$ cat src/rtl/char_pkg.sv
// char_pkg
// Shared definitions for the per-player character action FSM:
//   - state_t : 4-bit state encodings shared by the FSM, its interface and benches
//   - STATE_W : width of the state field
//   - DEF_*   : default frame data (all in frame ticks)
//   - frames_ok() : elaboration-time range check for frame-data parameters
package char_pkg;

  localparam int STATE_W = 4;

  typedef enum logic [STATE_W-1:0] {
    ST_IDLE         = 4'd0,
    ST_LEFT         = 4'd1,
    ST_RIGHT        = 4'd2,
    ST_ATK_START    = 4'd3,
    ST_ATK_ACTIVE   = 4'd4,
    ST_ATK_RECOVERY = 4'd5,
    ST_DIR_START    = 4'd6,
    ST_DIR_ACTIVE   = 4'd7,
    ST_DIR_RECOVERY = 4'd8,
    ST_HITSTUN      = 4'd9,
    ST_BLOCKSTUN    = 4'd10
  } state_t;

  localparam int DEF_CNT_W               = 5;
  localparam int DEF_NEU_STARTUP_FRAMES  = 5;
  localparam int DEF_NEU_ACTIVE_FRAMES   = 2;
  localparam int DEF_NEU_RECOVERY_FRAMES = 16;
  localparam int DEF_DIR_STARTUP_FRAMES  = 4;
  localparam int DEF_DIR_ACTIVE_FRAMES   = 3;
  localparam int DEF_DIR_RECOVERY_FRAMES = 15;
  localparam int DEF_HITSTUN_FRAMES      = 12;
  localparam int DEF_BLOCKSTUN_FRAMES    = 8;
  localparam int DEF_BUFFER_WIN          = 4;

  // A duration must be at least one tick and must fit in the frame counter.
  function automatic bit frames_ok(input int frames, input int cnt_w);
    return (frames >= 1) && (frames < (1 << cnt_w));
  endfunction

endpackage

$ cat src/rtl/char_action_fsm_if.sv
// char_action_fsm_if
// Groups the per-player control inputs and status outputs of char_action_fsm.
//   master : input-conditioning / game-logic side (drives keys, tick, hit)
//   slave  : the character FSM (drives state and status flags)
// Signals:
//   frame_tick   one-clock pulse per game frame
//   key_left/key_right/key_attack  conditioned active-high keys
//   facing_right 1 = back key is key_left
//   hit          one-clock pulse from the collision unit
//   state        current state encoding (char_pkg::state_t)
//   frames_left  remaining frames of a timed state, 0 otherwise
//   hitbox_active, attack_dir, blocking  decoded status flags
interface char_action_fsm_if
  import char_pkg::*;
#(
  parameter int CNT_W = DEF_CNT_W
);

  logic               frame_tick;
  logic               key_left;
  logic               key_right;
  logic               key_attack;
  logic               facing_right;
  logic               hit;
  logic [STATE_W-1:0] state;
  logic [CNT_W-1:0]   frames_left;
  logic               hitbox_active;
  logic               attack_dir;
  logic               blocking;

  modport master (
    output frame_tick, key_left, key_right, key_attack, facing_right, hit,
    input  state, frames_left, hitbox_active, attack_dir, blocking
  );

  modport slave (
    input  frame_tick, key_left, key_right, key_attack, facing_right, hit,
    output state, frames_left, hitbox_active, attack_dir, blocking
  );

endinterface

$ cat src/rtl/char_phase_timer.sv
// char_phase_timer
// Frame counter for the timed FSM phases. Advances only on tick.
// Ports:
//   clk, rst_n  clock and asynchronous active-low reset
//   tick        frame tick; nothing changes without it
//   load        on a tick, replace the count with load_val
//   load_val    next phase duration (0 for untimed states)
//   count       current remaining frames
//   done        tick while count==1, i.e. the current phase ends this tick
module char_phase_timer #(
  parameter int CNT_W = 5
) (
  input  logic             clk,
  input  logic             rst_n,
  input  logic             tick,
  input  logic             load,
  input  logic [CNT_W-1:0] load_val,
  output logic [CNT_W-1:0] count,
  output logic             done
);

  assign done = tick && (count == CNT_W'(1));

  // Saturates at zero so an unloaded counter in an untimed state stays 0.
  always_ff @(posedge clk or negedge rst_n) begin
    if (!rst_n) begin
      count <= '0;
    end else if (tick) begin
      if (load) begin
        count <= load_val;
      end else if (count != '0) begin
        count <= count - CNT_W'(1);
      end
    end
  end

endmodule

$ cat src/rtl/char_action_fsm.sv
// char_action_fsm
// Per-player character action FSM: walking, neutral and directional attacks
// (startup/active/recovery), hitstun and blockstun, paced by frame_tick.
// Ports:
//   clk    system clock
//   rst_n  asynchronous active-low reset
//   bus    char_action_fsm_if.slave (keys, tick, hit in; state/status out)
// Optional feature macro: CHAR_INPUT_BUFFER_EN
//   When defined, an attack press late in a recovery phase is buffered and
//   the recovery exits straight into a new attack instead of IDLE.
module char_action_fsm
  import char_pkg::*;
#(
  parameter int CNT_W               = DEF_CNT_W,
  parameter int NEU_STARTUP_FRAMES  = DEF_NEU_STARTUP_FRAMES,
  parameter int NEU_ACTIVE_FRAMES   = DEF_NEU_ACTIVE_FRAMES,
  parameter int NEU_RECOVERY_FRAMES = DEF_NEU_RECOVERY_FRAMES,
  parameter int DIR_STARTUP_FRAMES  = DEF_DIR_STARTUP_FRAMES,
  parameter int DIR_ACTIVE_FRAMES   = DEF_DIR_ACTIVE_FRAMES,
  parameter int DIR_RECOVERY_FRAMES = DEF_DIR_RECOVERY_FRAMES,
  parameter int HITSTUN_FRAMES      = DEF_HITSTUN_FRAMES,
  parameter int BLOCKSTUN_FRAMES    = DEF_BLOCKSTUN_FRAMES,
  parameter int BUFFER_WIN          = DEF_BUFFER_WIN
) (
  input  logic                clk,
  input  logic                rst_n,
  char_action_fsm_if.slave    bus
);

  localparam bit FRAME_DATA_OK =
    frames_ok(NEU_STARTUP_FRAMES, CNT_W) && frames_ok(NEU_ACTIVE_FRAMES, CNT_W) &&
    frames_ok(NEU_RECOVERY_FRAMES, CNT_W) && frames_ok(DIR_STARTUP_FRAMES, CNT_W) &&
    frames_ok(DIR_ACTIVE_FRAMES, CNT_W) && frames_ok(DIR_RECOVERY_FRAMES, CNT_W) &&
    frames_ok(HITSTUN_FRAMES, CNT_W) && frames_ok(BLOCKSTUN_FRAMES, CNT_W) &&
    (BUFFER_WIN >= 0) && (BUFFER_WIN < (1 << CNT_W));

  if (!FRAME_DATA_OK) begin : g_bad_frame_data
    $error("char_action_fsm: frame data must be in 1..2**CNT_W-1");
  end

  localparam logic [CNT_W-1:0] NEU_S_C = CNT_W'(NEU_STARTUP_FRAMES);
  localparam logic [CNT_W-1:0] NEU_A_C = CNT_W'(NEU_ACTIVE_FRAMES);
  localparam logic [CNT_W-1:0] NEU_R_C = CNT_W'(NEU_RECOVERY_FRAMES);
  localparam logic [CNT_W-1:0] DIR_S_C = CNT_W'(DIR_STARTUP_FRAMES);
  localparam logic [CNT_W-1:0] DIR_A_C = CNT_W'(DIR_ACTIVE_FRAMES);
  localparam logic [CNT_W-1:0] DIR_R_C = CNT_W'(DIR_RECOVERY_FRAMES);
  localparam logic [CNT_W-1:0] HIT_C   = CNT_W'(HITSTUN_FRAMES);
  localparam logic [CNT_W-1:0] BLK_C   = CNT_W'(BLOCKSTUN_FRAMES);

  state_t           state;
  state_t           next_state;
  state_t           rec_exit;
  logic [CNT_W-1:0] rec_load;
  logic [CNT_W-1:0] count;
  logic [CNT_W-1:0] load_val;
  logic             load;
  logic             done;
  logic             hit_pending;
  logic             atk_prev;
  logic             hit_now;
  logic             press;
  logic             back_key;
  logic             dir_held;
  logic             hitbox_q;
  logic             dir_q;
  logic             blk_q;

  // A hit pulse on the tick cycle itself counts the same as a latched one.
  assign hit_now  = bus.hit | hit_pending;
  assign press    = bus.key_attack & ~atk_prev;
  assign back_key = bus.facing_right ? bus.key_left : bus.key_right;
  assign dir_held = bus.key_left | bus.key_right;

  char_phase_timer #(.CNT_W(CNT_W)) u_timer (
    .clk      (clk),
    .rst_n    (rst_n),
    .tick     (bus.frame_tick),
    .load     (load),
    .load_val (load_val),
    .count    (count),
    .done     (done)
  );

`ifdef CHAR_INPUT_BUFFER_EN
  logic buf_atk;
  logic in_win;
  logic buf_now;

  // A press on the expiry tick itself also counts, it is inside the window.
  assign in_win   = (int'(count) <= BUFFER_WIN);
  assign buf_now  = buf_atk | (press & in_win);
  assign rec_exit = !buf_now ? ST_IDLE : (dir_held ? ST_DIR_START : ST_ATK_START);
  assign rec_load = !buf_now ? '0 : (dir_held ? DIR_S_C : NEU_S_C);

  // Buffered press lives only within one recovery; hits and exits drop it.
  always_ff @(posedge clk or negedge rst_n) begin
    if (!rst_n) begin
      buf_atk <= 1'b0;
    end else if (bus.frame_tick) begin
      if (hit_now || done) begin
        buf_atk <= 1'b0;
      end else if (state inside {ST_ATK_RECOVERY, ST_DIR_RECOVERY}) begin
        if (press && in_win) begin
          buf_atk <= 1'b1;
        end
      end else begin
        buf_atk <= 1'b0;
      end
    end
  end
`else
  assign rec_exit = ST_IDLE;
  assign rec_load = '0;
`endif

  // Next-state decision for a tick: pending hit first, then phase expiry,
  // then keys. Timed states that are not expiring leave load low so the
  // timer simply counts down.
  always_comb begin
    next_state = state;
    load       = 1'b0;
    load_val   = '0;
    if (bus.frame_tick) begin
      if (hit_now) begin
        load = 1'b1;
        if (back_key && (state inside {ST_IDLE, ST_LEFT, ST_RIGHT, ST_BLOCKSTUN})) begin
          next_state = ST_BLOCKSTUN;
          load_val   = BLK_C;
        end else begin
          next_state = ST_HITSTUN;
          load_val   = HIT_C;
        end
      end else begin
        case (state)
          ST_IDLE, ST_LEFT, ST_RIGHT: begin
            load = 1'b1;
            if (press && dir_held) begin
              next_state = ST_DIR_START;
              load_val   = DIR_S_C;
            end else if (press) begin
              next_state = ST_ATK_START;
              load_val   = NEU_S_C;
            end else if (bus.key_left) begin
              next_state = ST_LEFT;
            end else if (bus.key_right) begin
              next_state = ST_RIGHT;
            end else begin
              next_state = ST_IDLE;
            end
          end
          ST_ATK_START: if (done) begin
            next_state = ST_ATK_ACTIVE;
            load       = 1'b1;
            load_val   = NEU_A_C;
          end
          ST_ATK_ACTIVE: if (done) begin
            next_state = ST_ATK_RECOVERY;
            load       = 1'b1;
            load_val   = NEU_R_C;
          end
          ST_DIR_START: if (done) begin
            next_state = ST_DIR_ACTIVE;
            load       = 1'b1;
            load_val   = DIR_A_C;
          end
          ST_DIR_ACTIVE: if (done) begin
            next_state = ST_DIR_RECOVERY;
            load       = 1'b1;
            load_val   = DIR_R_C;
          end
          ST_ATK_RECOVERY, ST_DIR_RECOVERY: if (done) begin
            next_state = rec_exit;
            load       = 1'b1;
            load_val   = rec_load;
          end
          ST_HITSTUN, ST_BLOCKSTUN: if (done) begin
            next_state = ST_IDLE;
            load       = 1'b1;
          end
          default: begin
            next_state = ST_IDLE;
            load       = 1'b1;
          end
        endcase
      end
    end
  end

  // State, hit latch, attack edge history and registered status flags.
  // Flags are decoded from next_state so they line up with STATE.
  always_ff @(posedge clk or negedge rst_n) begin
    if (!rst_n) begin
      state       <= ST_IDLE;
      hit_pending <= 1'b0;
      atk_prev    <= 1'b1;
      hitbox_q    <= 1'b0;
      dir_q       <= 1'b0;
      blk_q       <= 1'b0;
    end else begin
      state    <= next_state;
      hitbox_q <= next_state inside {ST_ATK_ACTIVE, ST_DIR_ACTIVE};
      dir_q    <= next_state inside {ST_DIR_START, ST_DIR_ACTIVE, ST_DIR_RECOVERY};
      blk_q    <= (next_state == ST_BLOCKSTUN);
      if (bus.frame_tick) begin
        hit_pending <= 1'b0;
        atk_prev    <= bus.key_attack;
      end else if (bus.hit) begin
        hit_pending <= 1'b1;
      end
    end
  end

  assign bus.state         = state;
  assign bus.frames_left   = count;
  assign bus.hitbox_active = hitbox_q;
  assign bus.attack_dir    = dir_q;
  assign bus.blocking      = blk_q;

endmodule

$ cat src/flat_wrapper.sv
// flat-port wrapper written by rule: the top's interface ports become plain ports
module char_action_fsm_flat import char_pkg::*;
#(
  parameter int CNT_W               = DEF_CNT_W,
  parameter int NEU_STARTUP_FRAMES  = DEF_NEU_STARTUP_FRAMES,
  parameter int NEU_ACTIVE_FRAMES   = DEF_NEU_ACTIVE_FRAMES,
  parameter int NEU_RECOVERY_FRAMES = DEF_NEU_RECOVERY_FRAMES,
  parameter int DIR_STARTUP_FRAMES  = DEF_DIR_STARTUP_FRAMES,
  parameter int DIR_ACTIVE_FRAMES   = DEF_DIR_ACTIVE_FRAMES,
  parameter int DIR_RECOVERY_FRAMES = DEF_DIR_RECOVERY_FRAMES,
  parameter int HITSTUN_FRAMES      = DEF_HITSTUN_FRAMES,
  parameter int BLOCKSTUN_FRAMES    = DEF_BLOCKSTUN_FRAMES,
  parameter int BUFFER_WIN          = DEF_BUFFER_WIN
)
  (clk, rst_n, bus_frame_tick, bus_key_left, bus_key_right, bus_key_attack, bus_facing_right, bus_hit, bus_state, bus_frames_left, bus_hitbox_active, bus_attack_dir, bus_blocking);
  char_action_fsm_if #(.CNT_W(CNT_W)) bus_i ();
  input  logic clk;
  input  logic rst_n;
  input wire logic [$bits(bus_i.frame_tick)-1:0] bus_frame_tick;
  input wire logic [$bits(bus_i.key_left)-1:0] bus_key_left;
  input wire logic [$bits(bus_i.key_right)-1:0] bus_key_right;
  input wire logic [$bits(bus_i.key_attack)-1:0] bus_key_attack;
  input wire logic [$bits(bus_i.facing_right)-1:0] bus_facing_right;
  input wire logic [$bits(bus_i.hit)-1:0] bus_hit;
  output wire logic [$bits(bus_i.state)-1:0] bus_state;
  output wire logic [$bits(bus_i.frames_left)-1:0] bus_frames_left;
  output wire logic [$bits(bus_i.hitbox_active)-1:0] bus_hitbox_active;
  output wire logic [$bits(bus_i.attack_dir)-1:0] bus_attack_dir;
  output wire logic [$bits(bus_i.blocking)-1:0] bus_blocking;
  assign bus_i.frame_tick = bus_frame_tick;
  assign bus_i.key_left = bus_key_left;
  assign bus_i.key_right = bus_key_right;
  assign bus_i.key_attack = bus_key_attack;
  assign bus_i.facing_right = bus_facing_right;
  assign bus_i.hit = bus_hit;
  assign bus_state = bus_i.state;
  assign bus_frames_left = bus_i.frames_left;
  assign bus_hitbox_active = bus_i.hitbox_active;
  assign bus_attack_dir = bus_i.attack_dir;
  assign bus_blocking = bus_i.blocking;
  char_action_fsm #(.CNT_W(CNT_W), .NEU_STARTUP_FRAMES(NEU_STARTUP_FRAMES), .NEU_ACTIVE_FRAMES(NEU_ACTIVE_FRAMES), .NEU_RECOVERY_FRAMES(NEU_RECOVERY_FRAMES), .DIR_STARTUP_FRAMES(DIR_STARTUP_FRAMES), .DIR_ACTIVE_FRAMES(DIR_ACTIVE_FRAMES), .DIR_RECOVERY_FRAMES(DIR_RECOVERY_FRAMES), .HITSTUN_FRAMES(HITSTUN_FRAMES), .BLOCKSTUN_FRAMES(BLOCKSTUN_FRAMES), .BUFFER_WIN(BUFFER_WIN)) u_core (.clk(clk), .rst_n(rst_n), .bus(bus_i));
endmodule
$ cat config.mk
export PLATFORM = sky130hd
export DESIGN_NAME = char_action_fsm_flat
export DESIGN_NICKNAME = d
export VERILOG_FILES = /design/src/rtl/char_pkg.sv /design/src/rtl/char_action_fsm_if.sv /design/src/rtl/char_phase_timer.sv /design/src/rtl/char_action_fsm.sv /design/src/flat_wrapper.sv
export SDC_FILE = /design/constraint.sdc
export NUM_CORES = 1
export LEC_CHECK = 0
export ABC_AREA = 1
export CORE_MARGIN = 1.5
export CORE_UTILIZATION = 23
export CTS_CLUSTER_SIZE = 30
export DETAILED_ROUTE_END_ITERATION = 7
export PLACE_DENSITY = 0.47
export SYNTH_ARGS = -nofsm -noshare
export SYNTH_HDL_FRONTEND = slang
export SYNTH_SLANG_ARGS = --single-unit
export TNS_END_PERCENT = 1
$ cat constraint.sdc
create_clock -name clk -period 2 [get_ports clk]
set_input_delay 0.2 -clock clk [delete_from_list [all_inputs] [get_ports clk]]
set_output_delay 0.2 -clock clk [all_outputs]
set_load 0.02 [all_outputs]
==> out/metrics.cfg, run 1 <==
[status]
outcome = complete, no violations

[synthesis]
syn_nets = 188
synth_area_per_cell_sq_um = 6.404
ys_ff_latch = 14
synth_top_area_share_pct = 28.70
synth_top_area_cell = dfrtp_1
ys_types = 26
synth-seq-area-share_pct = 31.02
synth_area_leaders = dfrtp_1 29%, nand2_1 21%, inv_1 7.0%, nor2_1 6.3%, nand3_1 5.3%
yosysWarnings = 0
syn-cell-area_sq_um = 1134
postSynthCellCount = 177

[timing]
slew_viol_final = 0
worst_pin_slew_ns = 0.6482
fin_crit_ns = 1.713
worst_hold_slack_ns = 0.3530
finalSetupTns_ns = 0
clock_skew_ns = 0.003585
slew_headroom_pct = 56.65
max_freq_mhz = 583.8
setup_viol = 0
min_period_over_period_pct = 85.64
rsz0062_at_grt = false
final-hold-violation-count = 0

[global_routing]
grt_pass1_vias = 1134
grt_remaining_overflow = 0
grt_use_total_pct = 12.72
grt_max_degree = 15
antenna_found_initial = 0
grt_pass1_wl_mm = 5.285

[clock_tree]
cts_sinks = 14
post_cts_buffers = 0
clk_path_buf_depth = 2
cts_tree = done
numCtsBuffers = 3
root_buffer = clkbuf_8
cts.clk_slew.worst_paths_ns = 0.06
h-tree-depth = 1
clk_latency_ns = 0.25

[floorplan]
rows = 25
die_h_um = 73.21
die-area_sq_um = 5359
die_w_um = 73.21
start_util_pct = 24.00
coreArea_sq_um = 4723
top_level_ports = 20

[final_layout]
syn_to_final_growth_pct = 32.34
instances_no_fill = 274
multi_input_area_sq_um = 664.4
nFillCells = 535
seqCellArea_sq_um = 351.6
nets = 219
n_antenna_cell = 0
drive_gt1_share_pct = 15.46

[critical_path]
crit_slowest_cell = dfrtp_1
rr_worst_depth = 13
reg2reg_to = u_core.bus.hitbox_active
crit_type = reg -> reg
r2r_slack_ns = 0.29
reg2reg_from = u_core.u_timer.count[1]
max_stage_delay_ns = 0.41
end_kind = flop
cp-start-kind = flop
required_ns = 2.14
crit_top_cell = nand2_1
arrival_ns = 1.85
crit_path_max_fanout = 7
worstPathCellList = inv_2 > ha_1 > nand2_2 > inv_1 > nand3_2 > o21ai_0 > nand2_1 > nand2_1 > nand2_2 > nand2_1 > inv_1 > nand3_1 > nand2_1

[drt]
first_pass_iters = 4
wirelength_mm = 2.971
postRouteAntennaNets = 0
drc = 0
drt_iter0_drc = 27
vias_per_cell = 4.124
vias = 1130
wl_per_cell_um = 10.84

[power]
sequentialPowerShare_pct = 32.4
switching_share_pct = 41.46
irDropWorstVdd_uv = 358.9
p_total_uw = 1273
combPwrFrac_pct = 48.5
p_leak_uw = 0.0007599
clkPwrFrac_pct = 19.1
cellPowerDensity_nw_per_um2 = 848.7
p_int_uw = 745.3
p_switching_uw = 527.9

[placed_design]
dp_hpwl_mm = 2.450
io_buffers = 19
placed_cells = 270
finalWeightedCongestion = 0.8498

[worst_hold_path]
hp-class = in -> async

[run]
drv_cap = 0

## cell usage in the layout (no fill, tap or decap), drive strengths merged
cell and instances:
nand3 13, nor3 2, inv 25, xor2 2
o211ai 2, a21oi 6, nand2 68, o21ai 11
nand4 3, o22ai 1, dfstp 1, clkinv 1
ha 3, dfrtp 13, xnor2 1, nor2 23
clkdlybuf4s50 19, clkbuf 4, buf 9
## flip-flops by register name, indices dropped and copies added (netlist names)
register and count:
u_core.atk_prev 1, u_core.hit_pending 1, u_core.bus.state 4, u_core.bus.attack_dir 1, u_core.bus.hitbox_active 1, u_core.u_timer.count 5
u_core.bus.blocking 1
## worst max path at each step
stage,cells after the start,end,start
detailed placement,13,u_core.bus.hitbox_active,bus_frame_tick
finish,13,u_core.bus.hitbox_active,u_core.u_timer.count[1]
global route,13,u_core.bus.hitbox_active,u_core.u_timer.count[1]
floorplan,13,u_core.bus.hitbox_active,u_core.u_timer.count[1]
CTS,14,u_core.bus.hitbox_active,u_core.u_timer.count[1]
global placement,14,u_core.bus.hitbox_active,u_core.u_timer.count[1]
## stage by stage
stage	cell area [sq um]	util, %	setup slack [ns]
after CTS	1498	31.71	0.1856
after floorplan	1134	-	0.3732
after detailed placement	1453	30.76	0.1971
after global routing	1500	31.76	0.04912
after global placement	1453	30.76	0.1507
final	1500	31.76	0.2872
## cells in the mapped netlist (all sizes together)
cell type and n:
nor2 23, nand2 68, a21oi 6, clkinv 1
o21ai 11, o22ai 1, nand4 3, dfstp 1
ha 3, xnor2 1, nand3 13, buf 2
xor2 2, o211ai 2, inv 25, dfrtp 13
nor3 2
## power groups by stage
stage / combinational, uW / sequential, uW / clock, uW
after floorplan: 334 / 470 / 0
after global placement: 627 / 417 / 0
after detailed placement: 620 / 417 / 0
after CTS: 625 / 413 / 257
after global routing: 693 / 424 / 268
final: 618 / 412 / 244
## kinds of logic (layout without fill, tap and decap cells)
kind of cell | after synthesis | in the layout | share of synthesized area (%)
XOR/XNOR | 3 | 3 | 2.318
buffers and inverters | 28 | 58 | 10.60
flip-flops | 14 | 14 | 31.02
AO/OA/AOI/OAI | 20 | 20 | 9.824
AND/OR/NAND/NOR | 109 | 109 | 42.94
adder cells (fa/ha/maj) | 3 | 3 | 3.312
## repair_timing
item,CTS,global route
resized for setup,0,2
hold buffers,0,0
endpoints found under the setup margin,0,1
## critical path, delay by kind of cell (launching register included)
kind | cells | cell delay, ns
AND/OR/NAND/NOR | 8 | 0.62
flip-flops | 1 | 0.41
buffers and inverters | 3 | 0.22
AO/OA/AOI/OAI | 1 | 0.19
adder cells (fa/ha/maj) | 1 | 0.18
## layer usage
metal | vias to the layer above | global-route usage (%) | share of wire, %
li1 | 614 | - | -
met1 | 495 | 15.85 | 47
met2 | 19 | 22.42 | 48
met3 | 2 | 3.591 | 4.4
met4 | 0 | 1.258 | 0.24
met5 | - | 0 | 0
## final cells by class
cell class                 instances  area share (%)
sequential                        14           23.44
multi-input combinational        135           44.29
clock buffer                       4           3.002
inverter                          26           6.505
tap                               67           5.588
timing repair buffer              28           17.18
(Power assumes the default switching activity.)
==> inputs of run 2 (changes only) <==
- CORE_UTILIZATION: 23 -> 35
- PLACE_DENSITY: 0.47 -> 0.63
- SLEW_MARGIN: unset -> 25
==> out/metrics.cfg, run 2 (same netlist as run 1, synthesis figures left out) <==
[timing]
clock_skew_ns = 0.002583
fin_crit_ns = 1.768
final-hold-violation-count = 0
slew_headroom_pct = 54.42
finalSetupTns_ns = 0
worst_hold_slack_ns = 0.3262
worst_pin_slew_ns = 0.6815
min_period_over_period_pct = 88.41
setup_viol = 0
slew_viol_final = 0
max_freq_mhz = 565.6
rsz0062_at_grt = false

[final_layout]
largest_register_ffs = 5
syn_to_final_growth_pct = 26.82
design_area_sq_um = 1438
top_regs = u_core.u_timer.count x5, u_core.bus.state x4
final_common_cell = nand2_1
most-common-layout-cells = 62 x nand2_1, 21 x inv_1, 19 x nor2_1, 19 x clkdlybuf4s50_1, 13 x dfrtp_1
n_antenna_cell = 0
drive_gt1_share_pct = 13.73
nets = 216
largest_register = u_core.u_timer.count

[critical_path]
crit_type = reg -> reg
crit_path_max_fanout = 7
reg2reg_from = u_core.u_timer.count[1]
end_kind = flop
r2r_slack_ns = 0.23
required_ns = 2.22
crit_slowest_cell = dfrtp_1
worstSetupStartpoint = u_core.u_timer.count[1]
rr_worst_depth = 14
max_stage_delay_ns = 0.40
worstPathCellList = inv_1 > ha_1 > nand2_2 > inv_1 > nand3_2 > nor2_1 > nor2_1 > nand2_1 > nand2_1 > nand2_2 > nand2_1 > inv_1 > nand3_1 > nand2_1
crit_top_cell = nand2_1
reg2reg_to = u_core.bus.hitbox_active
cp-start-kind = flop
arrival_ns = 1.99

[clock_tree]
h-tree-depth = 1
cts_tree = done
clk_path_buf_depth = 2
hold_buffers = 0
clk_latency_ns = 0.28
root_buffer = clkbuf_4
post_cts_buffers = 0
cts_sinks = 14
numCtsBuffers = 3
cts.clk_slew.worst_paths_ns = 0.09
cts_resized = 0

[placed_design]
finalWeightedCongestion = 0.9379
io_buffers = 19
dp_hpwl_mm = 2.227
post_dp_cell_area_sq_um = 1401

[global_routing]
grt_pass1_vias = 1098
grt_remaining_overflow = 0
antenna_found_initial = 0
grt_max_degree = 15
grt_use_total_pct = 17.34
grt_pass1_wl_mm = 4.767

[drt]
wirelength_mm = 2.753
wl_per_cell_um = 11.10
vias = 1161
first_pass_iters = 4
drc = 0
vias_per_cell = 4.681
drt_iter0_drc = 42
postRouteAntennaNets = 0

[floorplan]
start_util_pct = 37.13
coreArea_sq_um = 3053
rows = 20
top_level_ports = 20
die_w_um = 59.91
die_h_um = 59.91
die-area_sq_um = 3589

[worst_hold_path]
hp-class = in -> async

[power]
cellPowerDensity_nw_per_um2 = 846.8
irDropWorstVdd_uv = 314.6
p_leak_uw = 0.0007444

[run]
drv_cap = 0

[status]
outcome = complete, no violations

[run 2: changes by cell type in the layout (fill, tap and decap cells not counted)]
cell / delta
clkbuf_1: -1
inv_1: +1
nor2_1: +1
clkbuf_8: -2
clkbuf_4: +3
buf_4: -3
nor2_2: -1
inv_2: -1
[run 2: report_power, final]
| group | internal [uW] | total (uW) | switching (uW) | leakage [uW] |
|---|---|---|---|---|
| Combinational | 252 | 600 | 348 | 0.000550 |
| Clock | 111 | 206 | 95.1 | 0.0000210 |
| Sequential | 341 | 412 | 71.0 | 0.000173 |
| Total | 703 | 1220 | 514 | 0.000744 |
[run 2: worst max-delay path: cells and delay by family, from the launching register on]
family	cells	cell delay [ns]
fa+ha+maj	1	0.20
simple gates	10	0.81
flops	1	0.40
buf+inv	3	0.29
[run 2: area by class of cell]
class | count | area [sq um]
clock buffers | 4 | 36.28
fillers | 342 | 1615
inverters | 26 | 97.59
multi-input cells | 135 | 661.9
flip-flops and latches | 14 | 351.6
well taps | 44 | 55.05
repair buffers | 25 | 235.2
[run 2: through the flow]
stage / total power, uW / utilization [%] / setup slack [ns] / std cells
after CTS: 1233 / 47.09 / 0.2144 / 248
after global placement: 1013 / 45.90 / 0.1991 / 244
after floorplan: 803.8 / - / 0.3732 / 177
after global routing: 1313 / 47.09 / 0.02995 / 248
final: 1217 / 47.09 / 0.2318 / 248
after detailed placement: 1014 / 45.90 / 0.1528 / 244
[run 2: worst max-delay path by stage]
stage | endpoint | slack [ns] | cells after the start
after floorplan | u_core.bus.hitbox_active | 0.37 | 13
final | u_core.bus.hitbox_active | 0.23 | 14
after detailed placement | u_core.bus.hitbox_active | 0.15 | 13
after global placement | u_core.bus.hitbox_active | 0.20 | 12
after global routing | u_core.bus.hitbox_active | 0.03 | 14
after CTS | bus_state[0] | 0.21 | 2
[run 2: routing by layer]
layer | share of wire, % | GRT usage, % | up-vias
met5 | 0 | 0 | -
met3 | 3.7 | 4.329 | 0
met1 | 49 | 23.08 | 524
li1 | - | - | 607
met2 | 47 | 28.42 | 30
met4 | 0 | 3.492 | 0
